$ cat src/rtl/perf_event_counter_bank_if.sv
// Read-port bundle for perf_event_counter_bank: request/select toward the bank, ack/data back.
interface perf_event_counter_bank_if #(
    parameter int NUM_EVENTS = 8,
    parameter int CNT_WIDTH  = 32
);
    localparam int SELW = $clog2(NUM_EVENTS + 1);

    logic                 rd_req;
    logic [SELW-1:0]      rd_sel;
    logic                 rd_ack;
    logic [CNT_WIDTH-1:0] rd_data;

    modport master (output rd_req, rd_sel, input rd_ack, rd_data);
    modport slave  (input rd_req, rd_sel, output rd_ack, rd_data);
endinterface

$ cat src/rtl/perf_event_counter_bank.sv
// Per-channel event counters plus a run-cycle counter, frozen on halt, read via a registered req/ack port.
// Optional macro PERF_SNAPSHOT_EN adds a snap input and a shadow bank that the read port returns.
module perf_event_counter_bank #(
    parameter int NUM_EVENTS = 8,
    parameter int CNT_WIDTH  = 32,
    parameter int CYC_WIDTH  = 32,
    parameter int SATURATE   = 1
) (
    input  logic                  clk,
    input  logic                  rst,
    input  logic                  enable,
    input  logic [NUM_EVENTS-1:0] event_vec,
    input  logic                  halt,
    input  logic                  clear,
`ifdef PERF_SNAPSHOT_EN
    input  logic                  snap,
`endif
    perf_event_counter_bank_if.slave rd,
    output logic [NUM_EVENTS-1:0] overflow,
    output logic                  frozen,
    output logic [CYC_WIDTH-1:0]  cycle_count
);
    localparam int SELW = $clog2(NUM_EVENTS + 1);
    localparam int NSRC = 1 << SELW;

    typedef enum logic [1:0] {IDLE, RUN, FROZEN} state_t;

    state_t state_reg, state_next;
    logic   count_en;

    logic [NUM_EVENTS-1:0] ovf_hit;
    logic [CNT_WIDTH-1:0]  src_cnt [NUM_EVENTS];
    logic [CYC_WIDTH-1:0]  cyc_reg, cyc_next, src_cyc;
    logic [CNT_WIDTH-1:0]  cyc_rd;
    logic [CNT_WIDTH-1:0]  rd_src [NSRC];
    logic                  rd_ack_reg;
    logic [CNT_WIDTH-1:0]  rd_data_reg;

    always_ff @(posedge clk) begin
        if (!rst) state_reg <= IDLE;
        else      state_reg <= state_next;
    end

    // clear outranks halt in RUN, so a same-cycle halt+clear never freezes
    always_comb begin
        state_next = state_reg;
        case (state_reg)
            IDLE:    if (!clear && enable) state_next = RUN;
            RUN: begin
                if (!clear) begin
                    if (halt)         state_next = FROZEN;
                    else if (!enable) state_next = IDLE;
                end
            end
            FROZEN:  if (clear) state_next = IDLE;
            default: state_next = IDLE;
        endcase
    end

    always_comb begin
        count_en = 1'b0;
        frozen   = 1'b0;
        case (state_reg)
            RUN:     count_en = !clear;
            FROZEN:  frozen   = 1'b1;
            default: ;
        endcase
    end

`ifdef PERF_SNAPSHOT_EN
    logic snap_load;
    assign snap_load = snap || ((state_reg == RUN) && (state_next == FROZEN));
`endif

    genvar gi;
    generate
        for (gi = 0; gi < NUM_EVENTS; gi++) begin : g_cnt
            logic [CNT_WIDTH-1:0] cnt_reg, cnt_next;
            logic                 hit;

            always_comb begin
                cnt_next = cnt_reg;
                hit      = 1'b0;
                if (clear) begin
                    cnt_next = '0;
                end else if (count_en && event_vec[gi]) begin
                    if (&cnt_reg) begin
                        hit      = 1'b1;
                        cnt_next = (SATURATE != 0) ? cnt_reg : '0;
                    end else begin
                        cnt_next = cnt_reg + 1'b1;
                    end
                end
            end

            always_ff @(posedge clk) begin
                if (!rst) cnt_reg <= '0;
                else      cnt_reg <= cnt_next;
            end

            assign ovf_hit[gi] = hit;

`ifdef PERF_SNAPSHOT_EN
            // shadow takes the post-edge value so a freeze captures the halt-cycle events
            logic [CNT_WIDTH-1:0] shd_reg;
            always_ff @(posedge clk) begin
                if (!rst || clear) shd_reg <= '0;
                else if (snap_load) shd_reg <= cnt_next;
            end
            assign src_cnt[gi] = shd_reg;
`else
            assign src_cnt[gi] = cnt_reg;
`endif
        end
    endgenerate

    always_ff @(posedge clk) begin
        if (!rst || clear) overflow <= '0;
        else               overflow <= overflow | ovf_hit;
    end

    always_comb begin
        cyc_next = cyc_reg;
        if (clear)         cyc_next = '0;
        else if (count_en) cyc_next = cyc_reg + 1'b1;
    end

    always_ff @(posedge clk) begin
        if (!rst) cyc_reg <= '0;
        else      cyc_reg <= cyc_next;
    end

    assign cycle_count = cyc_reg;

`ifdef PERF_SNAPSHOT_EN
    logic [CYC_WIDTH-1:0] shd_cyc_reg;
    always_ff @(posedge clk) begin
        if (!rst || clear) shd_cyc_reg <= '0;
        else if (snap_load) shd_cyc_reg <= cyc_next;
    end
    assign src_cyc = shd_cyc_reg;
`else
    assign src_cyc = cyc_reg;
`endif

    generate
        if (CYC_WIDTH >= CNT_WIDTH) begin : g_cyc_trunc
            assign cyc_rd = src_cyc[CNT_WIDTH-1:0];
        end else begin : g_cyc_ext
            assign cyc_rd = {{(CNT_WIDTH-CYC_WIDTH){1'b0}}, src_cyc};
        end

        // full power-of-two source table so any encodable select indexes it directly
        for (gi = 0; gi < NSRC; gi++) begin : g_src
            if (gi < NUM_EVENTS) begin : g_evt
                assign rd_src[gi] = src_cnt[gi];
            end else if (gi == NUM_EVENTS) begin : g_cyc
                assign rd_src[gi] = cyc_rd;
            end else begin : g_zero
                assign rd_src[gi] = '0;
            end
        end
    endgenerate

    always_ff @(posedge clk) begin
        if (!rst) begin
            rd_ack_reg  <= 1'b0;
            rd_data_reg <= '0;
        end else begin
            rd_ack_reg <= rd.rd_req;
            if (rd.rd_req) rd_data_reg <= rd_src[rd.rd_sel];
        end
    end

    assign rd.rd_ack  = rd_ack_reg;
    assign rd.rd_data = rd_data_reg;
endmodule

$ cat src/flat_wrapper.sv
// flat-port wrapper written by rule: the top's interface ports become plain ports
module perf_event_counter_bank_flat 
#(
    parameter int NUM_EVENTS = 8,
    parameter int CNT_WIDTH  = 32,
    parameter int CYC_WIDTH  = 32,
    parameter int SATURATE   = 1
)
  (clk, rst, enable, event_vec, halt, clear, overflow, frozen, cycle_count, rd_rd_req, rd_rd_sel, rd_rd_ack, rd_rd_data);
  perf_event_counter_bank_if #(.NUM_EVENTS(NUM_EVENTS), .CNT_WIDTH(CNT_WIDTH)) rd_i ();
  input  logic clk;
  input  logic rst;
  input  logic enable;
  input  logic [NUM_EVENTS-1:0] event_vec;
  input  logic halt;
  input  logic clear;
  output logic [NUM_EVENTS-1:0] overflow;
  output logic frozen;
  output logic [CYC_WIDTH-1:0] cycle_count;
  input wire logic [$bits(rd_i.rd_req)-1:0] rd_rd_req;
  input wire logic [$bits(rd_i.rd_sel)-1:0] rd_rd_sel;
  output wire logic [$bits(rd_i.rd_ack)-1:0] rd_rd_ack;
  output wire logic [$bits(rd_i.rd_data)-1:0] rd_rd_data;
  assign rd_i.rd_req = rd_rd_req;
  assign rd_i.rd_sel = rd_rd_sel;
  assign rd_rd_ack = rd_i.rd_ack;
  assign rd_rd_data = rd_i.rd_data;
  perf_event_counter_bank #(.NUM_EVENTS(NUM_EVENTS), .CNT_WIDTH(CNT_WIDTH), .CYC_WIDTH(CYC_WIDTH), .SATURATE(SATURATE)) u_core (.clk(clk), .rst(rst), .enable(enable), .event_vec(event_vec), .halt(halt), .clear(clear), .rd(rd_i), .overflow(overflow), .frozen(frozen), .cycle_count(cycle_count));
endmodule
$ cat config.mk
export PLATFORM = sky130hd
export DESIGN_NAME = perf_event_counter_bank_flat
export DESIGN_NICKNAME = d
export VERILOG_FILES = /design/src/rtl/perf_event_counter_bank_if.sv /design/src/rtl/perf_event_counter_bank.sv /design/src/flat_wrapper.sv
export SDC_FILE = /design/constraint.sdc
export NUM_CORES = 1
export LEC_CHECK = 0
export CAP_MARGIN = 20
export CORE_ASPECT_RATIO = 1.5
export CORE_MARGIN = 2
export CORE_UTILIZATION = 40
export CTS_BUF_LIST = sky130_fd_sc_hd__clkbuf_16
export DETAILED_ROUTE_END_ITERATION = 7
export MAX_ROUTING_LAYER = met4
export PLACE_DENSITY = 0.63
export SLEW_MARGIN = 10
export SYNTH_ARGS = -nofsm -noshare
export SYNTH_HDL_FRONTEND = slang
export SYNTH_SLANG_ARGS = --single-unit
$ cat constraint.sdc
create_clock -name clk -period 2.5 [get_ports clk]
set_input_delay 0.5 -clock clk [delete_from_list [all_inputs] [get_ports clk]]
set_output_delay 0.5 -clock clk [all_outputs]
set_load 0.01 [all_outputs]
# Word-level counts from Yosys, hierarchy flattened
# Cells that the tools add are included.
dict set report classes {
  multipliers 0
  eq_ne 6
  mux 35
  n_bitwise 11
  addsub 9
  magnitude_cmp 1
  shift 0
  div 0
  reduce_logical 31
}
# op n
set op_table {}
lappend op_table {{32-bit by 1-bit adder with 32-bit output (second input constant)} 9}
lappend op_table {{32-bit AND reduction} 8}
lappend op_table {{32-bit binary-select mux with 4-bit select} 1}
lappend op_table {{32-bit 2-to-1 mux} 2}
lappend op_table {{1-bit 2-to-1 mux} 26}
lappend op_table {{2-bit AND reduction} 8}
lappend op_table {{2-bit 2-to-1 mux} 5}
lappend op_table {{1-bit logical AND} 9}
lappend op_table {{1-bit inverter} 9}
lappend op_table {{8-bit OR} 1}
lappend op_table {{2-bit one-hot mux with 3 select lines} 1}
lappend op_table {{5-bit >= comparator (second input constant)} 1}
lappend op_table {{4-bit inverter with 5-bit output} 1}
lappend op_table {{2-bit != test (second input constant)} 2}
lappend op_table {{4-bit AND reduction} 1}
lappend op_table {{3-bit != test (second input constant)} 1}
lappend op_table {{2-bit by 1-bit equality test with 1-bit output (second input constant)} 1}
lappend op_table {{2-bit equality test (second input constant)} 1}
lappend op_table {{1-bit zero test} 2}
lappend op_table {{2-bit zero test} 1}
lappend op_table {{2-bit by 1-bit != test with 1-bit output (second input constant)} 1}
lappend op_table {{2-bit OR reduction} 1}
lappend op_table {{1-bit logical OR} 1}
dict set report totals {
  mem_bits_ro 0
  output_inout_bits 74
  register_bits 331
  mem_count 0
  ramBits 0
  wordCells 106
  latch_bits 0
}

# Depth between registers and ports, before layout
dict set report depth {
  depth_word 6
  ltp_mapped 8
}

# Worst setup path before layout
# Ideal clock, no wire load.
dict set report synth_timing {
  path_type {input-to-reg}
  from {input rd_rd_sel[0]}
  to {register u_core.rd_data_reg[11], in the netlist u_core.rd.rd_data[11]}
  stages 7
  t_arrival_ns 2.191
  path_slack_ns 0.177
  required_time_ns 2.368
  path_buffers 2
  cell_sequence {buf_2 buf_1 mux4_2 mux2i_1 nor2_1 a21oi_1 a21oi_1}
}
dict set report synth_between {
  elab_chain_cells 4
}
# item line_no
set synth_lines {}
lappend synth_lines {{start: declaration} flat_wrapper.sv:21} ;# input wire logic [$bits(rd_i.rd_sel)-1:0] rd_rd_sel;
lappend synth_lines {{4-bit inverter with 5-bit output (implied by the code)} perf_event_counter_bank.sv:171} ;# if (rd.rd_req) rd_data_reg <= rd_src[rd.rd_sel];
lappend synth_lines {{32-bit binary-select mux with 4-bit select} perf_event_counter_bank.sv:171}
lappend synth_lines {{32-bit 2-to-1 mux (implied by the code) (2 in a row)} perf_event_counter_bank.sv:171}
lappend synth_lines {{end signal: assignment} perf_event_counter_bank.sv:171}
lappend synth_lines {{end: declaration} perf_event_counter_bank.sv:37} ;# logic [CNT_WIDTH-1:0] rd_data_reg;
# Every way passes these cells. The select of a mux whose other input is x is not followed.
# A chain may end at the register's enable or synchronous reset.

# Worst setup path after layout
dict set report layout_timing {
  from {input clear}
  to {register u_core.g_cnt[0].cnt_reg[30]}
}
dict set report layout_between {
  elab_chain_cells 4
  word_cells_on_any_way 5
  classes_between {mux: 1; reduce/logical: 4}
}
# item line_no
set layout_lines {}
lappend layout_lines {{start: declaration} flat_wrapper.sv:16} ;# input logic clear;
lappend layout_lines {{1-bit zero test} perf_event_counter_bank.sv:64} ;# RUN: count_en = !clear;
lappend layout_lines {{1-bit 2-to-1 mux} perf_event_counter_bank.sv:63} ;# case (state_reg)
lappend layout_lines {{1-bit logical AND} perf_event_counter_bank.sv:86} ;# end else if (count_en && event_vec[gi]) begin
lappend layout_lines {{2-bit AND reduction (no line)} n/a}
lappend layout_lines {{end signal: assignment} perf_event_counter_bank.sv:98} ;# else cnt_reg <= cnt_next;
lappend layout_lines {{end: declaration} perf_event_counter_bank.sv:78} ;# logic [CNT_WIDTH-1:0] cnt_reg, cnt_next;
# Parallel ways exist; a longest one is shown, timed or not.

==> metrics.yaml <==
global_routing:
  grt_pass1_vias: 16737
  grt_max_degree: 66
  grt_antenna_before_repair: 0
  grt-ovfl-total: 0
  grt_pass1_wl_um: 95000
  grt_util_all_layers_pct: 26.6
critical_path:
  cp_cell_sequence: "clkdlybuf4s50_1 > buf_4 > buf_4 > nand4bb_1 > nor4_1 > buf_4 > nand4_1 > buf_4 > or4_1 > nand2_1"
  reg2reg_to: "u_core.g_cnt[0].cnt_reg[30]"
  cp_slowest_cell: "nor4_1"
  cp_data_arrival_time_ns: 2.88
  critPathMaxFanout: 7
  required_ns: 2.97
  reg2reg_from: "u_core.state_reg[0]"
  crit_type: "input pin to register"
  r2r_slack_ns: 0.15
  critPathLaunch: "clear"
  critPathCaptureType: "register"
  crit_path_max_incr_delay_ns: 0.44
  crit_top_cell: "buf_4"
  worstRegToRegCells: 8
  cp-start-kind: "input pin"
clocking:
  numCtsBuffers: 36
  worstSkewPairLatency_ns: 0.55
  clk_pin_slew_ns: 0.06
  clockBufferDepth: 3
  cts_max_level: 2
  cts_tree: "done"
  cts_setup_buffers: 0
  cts.sinks: 331
  root_buffer: "clkbuf_16"
drt:
  drc: 0
  wl_per_cell_um: 20.9
  firstDrtPassIters: 6
  drt_iter0_markers: 1298
  routed_via_density: 6.14
  wl_um: 61000
  ant_nets: 0
  num_vias: 17892
timing:
  clock.fmax_mhz: 415
  slew_headroom_pct: 43.4
  slew_violations: 0
  finalClockSkew_ns: 0.0317
  holdWs_ns: 0.470
  rsz0062_at_grt: "no"
  finalHoldViolations: 0
  fin_crit_sh_pct: 96.3
  layout_min_cycle_time_ns: 2.41
  worst_slew_pin_slew_ns: 0.842
  setup_viol: 0
synthesis:
  yosysTopAreaCell: "dfxtp_1"
  synth-async-reset-ratio_pct: 0
  synth_top_area_share_pct: 36.8
  ys_ff_latch: 331
  syn_area_per_cell_sq_um: 8.47
  syn_area_sq_um: 18000
  synthFlopType: "dfxtp_1"
  yosysWarnings: 0
  netlist-cell-type-count: 56
  synth_edf_count: 0
  synth_cells: 2123
  syn_nets: 2150
  synthTopCellsByArea: "dfxtp_1 (37%), mux4_2 (8.0%), a21oi_1 (6.9%), or3_1 (4.5%), o21ai_0 (4.4%)"
  seq_area_frac_synth_pct: 36.8
worst_hold_path:
  holdCritStartpoint: "u_core.overflow[4]"
  hold_path_depth: 2
  hold_class: "register to register"
  hold_end: "u_core.overflow[4]"
layout:
  fin_util_pct: 49.0
  drive_above_1_share_pct: 14.2
  syn_to_final_growth_pct: 21.5
  design_area_sq_um: 21900
  diodes: 0
  final_cell_mix: "dfxtp_1 (330), a21oi_1 (248), buf_4 (174)"
  mostFrequentLayoutCell: "dfxtp_1"
  fin_nets: 2337
  largest_reg_flops: 256
power_and_ir_drop:
  power_mw: 11.1
  irDropWorstVdd_uv: 467
  p_leak_nw: 6.68
  power_density_nw_per_um2: 509
place:
  portBuffers: 91
  placed_cell_area_sq_um: 20700
  dpl.hpwl_um: 46500
  routabilityCongestion: 1.07
floorplan:
  start_util_pct: 40.4
  die_y_um: 264
  core-area_sq_um: 44600
  fp.dieW_um: 177
  die_area_sq_um: 46700
  core.rowCount: 95
  io_pins: 92
status:
  outcome: "finished clean"
flow_run:
  max-cap-violations: 0
power breakdown:
group          internal, mW  total [mW]  switching, mW
logic                 0.223       0.528          0.305
registers              5.30        5.32         0.0192
clock network          2.95        5.27           2.31
total                  8.48        11.1           2.64
per-stage QoR:
step	instances	setup TNS (ns)	worst slack, ns
6_report	2916	0	0.0931
5_1_grt	2916	0	0.00146
4_1_cts	2916	0	0.0278
3_5_place_dp	2854	-35.96	-0.449
3_3_place_gp	2854	-31.34	-0.451
2_1_floorplan	2123	0	0.177
critical path: cells and delay by family:
family | cells | cell delay [ns]
simple gates | 5 | 1.26
buf+inv | 5 | 1.12
repair_timing:
| action | 4_1_cts | 5_1_grt |
|---|---|---|
| setup endpoints to repair | 1 | 8 |
| pin swaps | 0 | 1 |
| gates resized for setup | 1 | 4 |
| hold buffers | 0 | 0 |
layout make-up:
type                       count  area (sq um)
clock buffer                  38           951
multi-input combinational   1626         10800
sequential                   331          6630
inverter                      38           143
clock inverter                24           173
tap                          582           728
fill                        4262         22700
timing repair buffer         277          2450
Yosys cell counts (4+ instances only):
cell	count
a211oi_1	6
a21oi_1	248
a31oi_1	8
and2_1	14
and3_1	19
and4_1	39
and4bb_2	4
buf_1	15
buf_2	8
clkbuf_1	105
dfxtp_1	331
ha_1	9
inv_1	38
mux2i_1	50
mux4_2	64
nand2_1	147
nand2b_1	26
nand3_1	111
nand4_1	82
nand4bb_1	9
nor2_1	141
nor3_1	43
nor3b_1	5
nor4_1	33
nor4b_1	6
o2111ai_1	8
o211ai_1	23
o21a_1	6
o21ai_0	158
o311ai_0	6
o31ai_1	62
o41ai_1	5
or2_2	7
or3_1	128
or4_1	69
xnor2_1	41
xor2_1	16
worst max-delay path by stage:
| stage | endpoint | depth (start not counted) |
|---|---|---|
| 2_1_floorplan | u_core.rd.rd_data[11] | 7 |
| 3_3_place_gp | u_core.g_cnt[0].cnt_reg[30] | 10 |
| 3_5_place_dp | u_core.g_cnt[0].cnt_reg[30] | 10 |
| 4_1_cts | frozen | 3 |
| 5_1_grt | u_core.g_cnt[0].cnt_reg[26] | 10 |
| 6_report | u_core.g_cnt[0].cnt_reg[30] | 10 |
per-layer routing:
metal	vias up	share of wire (%)	track usage (%)
met5	-	0	-
met4	0	4.9	12.3
met3	126	4.7	2.55
met2	548	50	45.4
met1	8729	40	31.4
li1	8489	-	-
cells by family (layout without fill, tap and decap cells):
kind of cell | after synthesis | in the layout | share of synthesized area (%)
AND/OR/NAND/NOR | 900 | 900 | 28.1
flip-flops | 331 | 331 | 36.8
multiplexers | 115 | 115 | 10.9
XOR/XNOR | 57 | 57 | 2.78
adder cells (fa/ha/maj) | 9 | 9 | 0.626
AO/OA/AOI/OAI | 545 | 545 | 17.3
buffers and inverters | 166 | 377 | 3.52
Note: power is estimated with default switching activity, not from simulation.
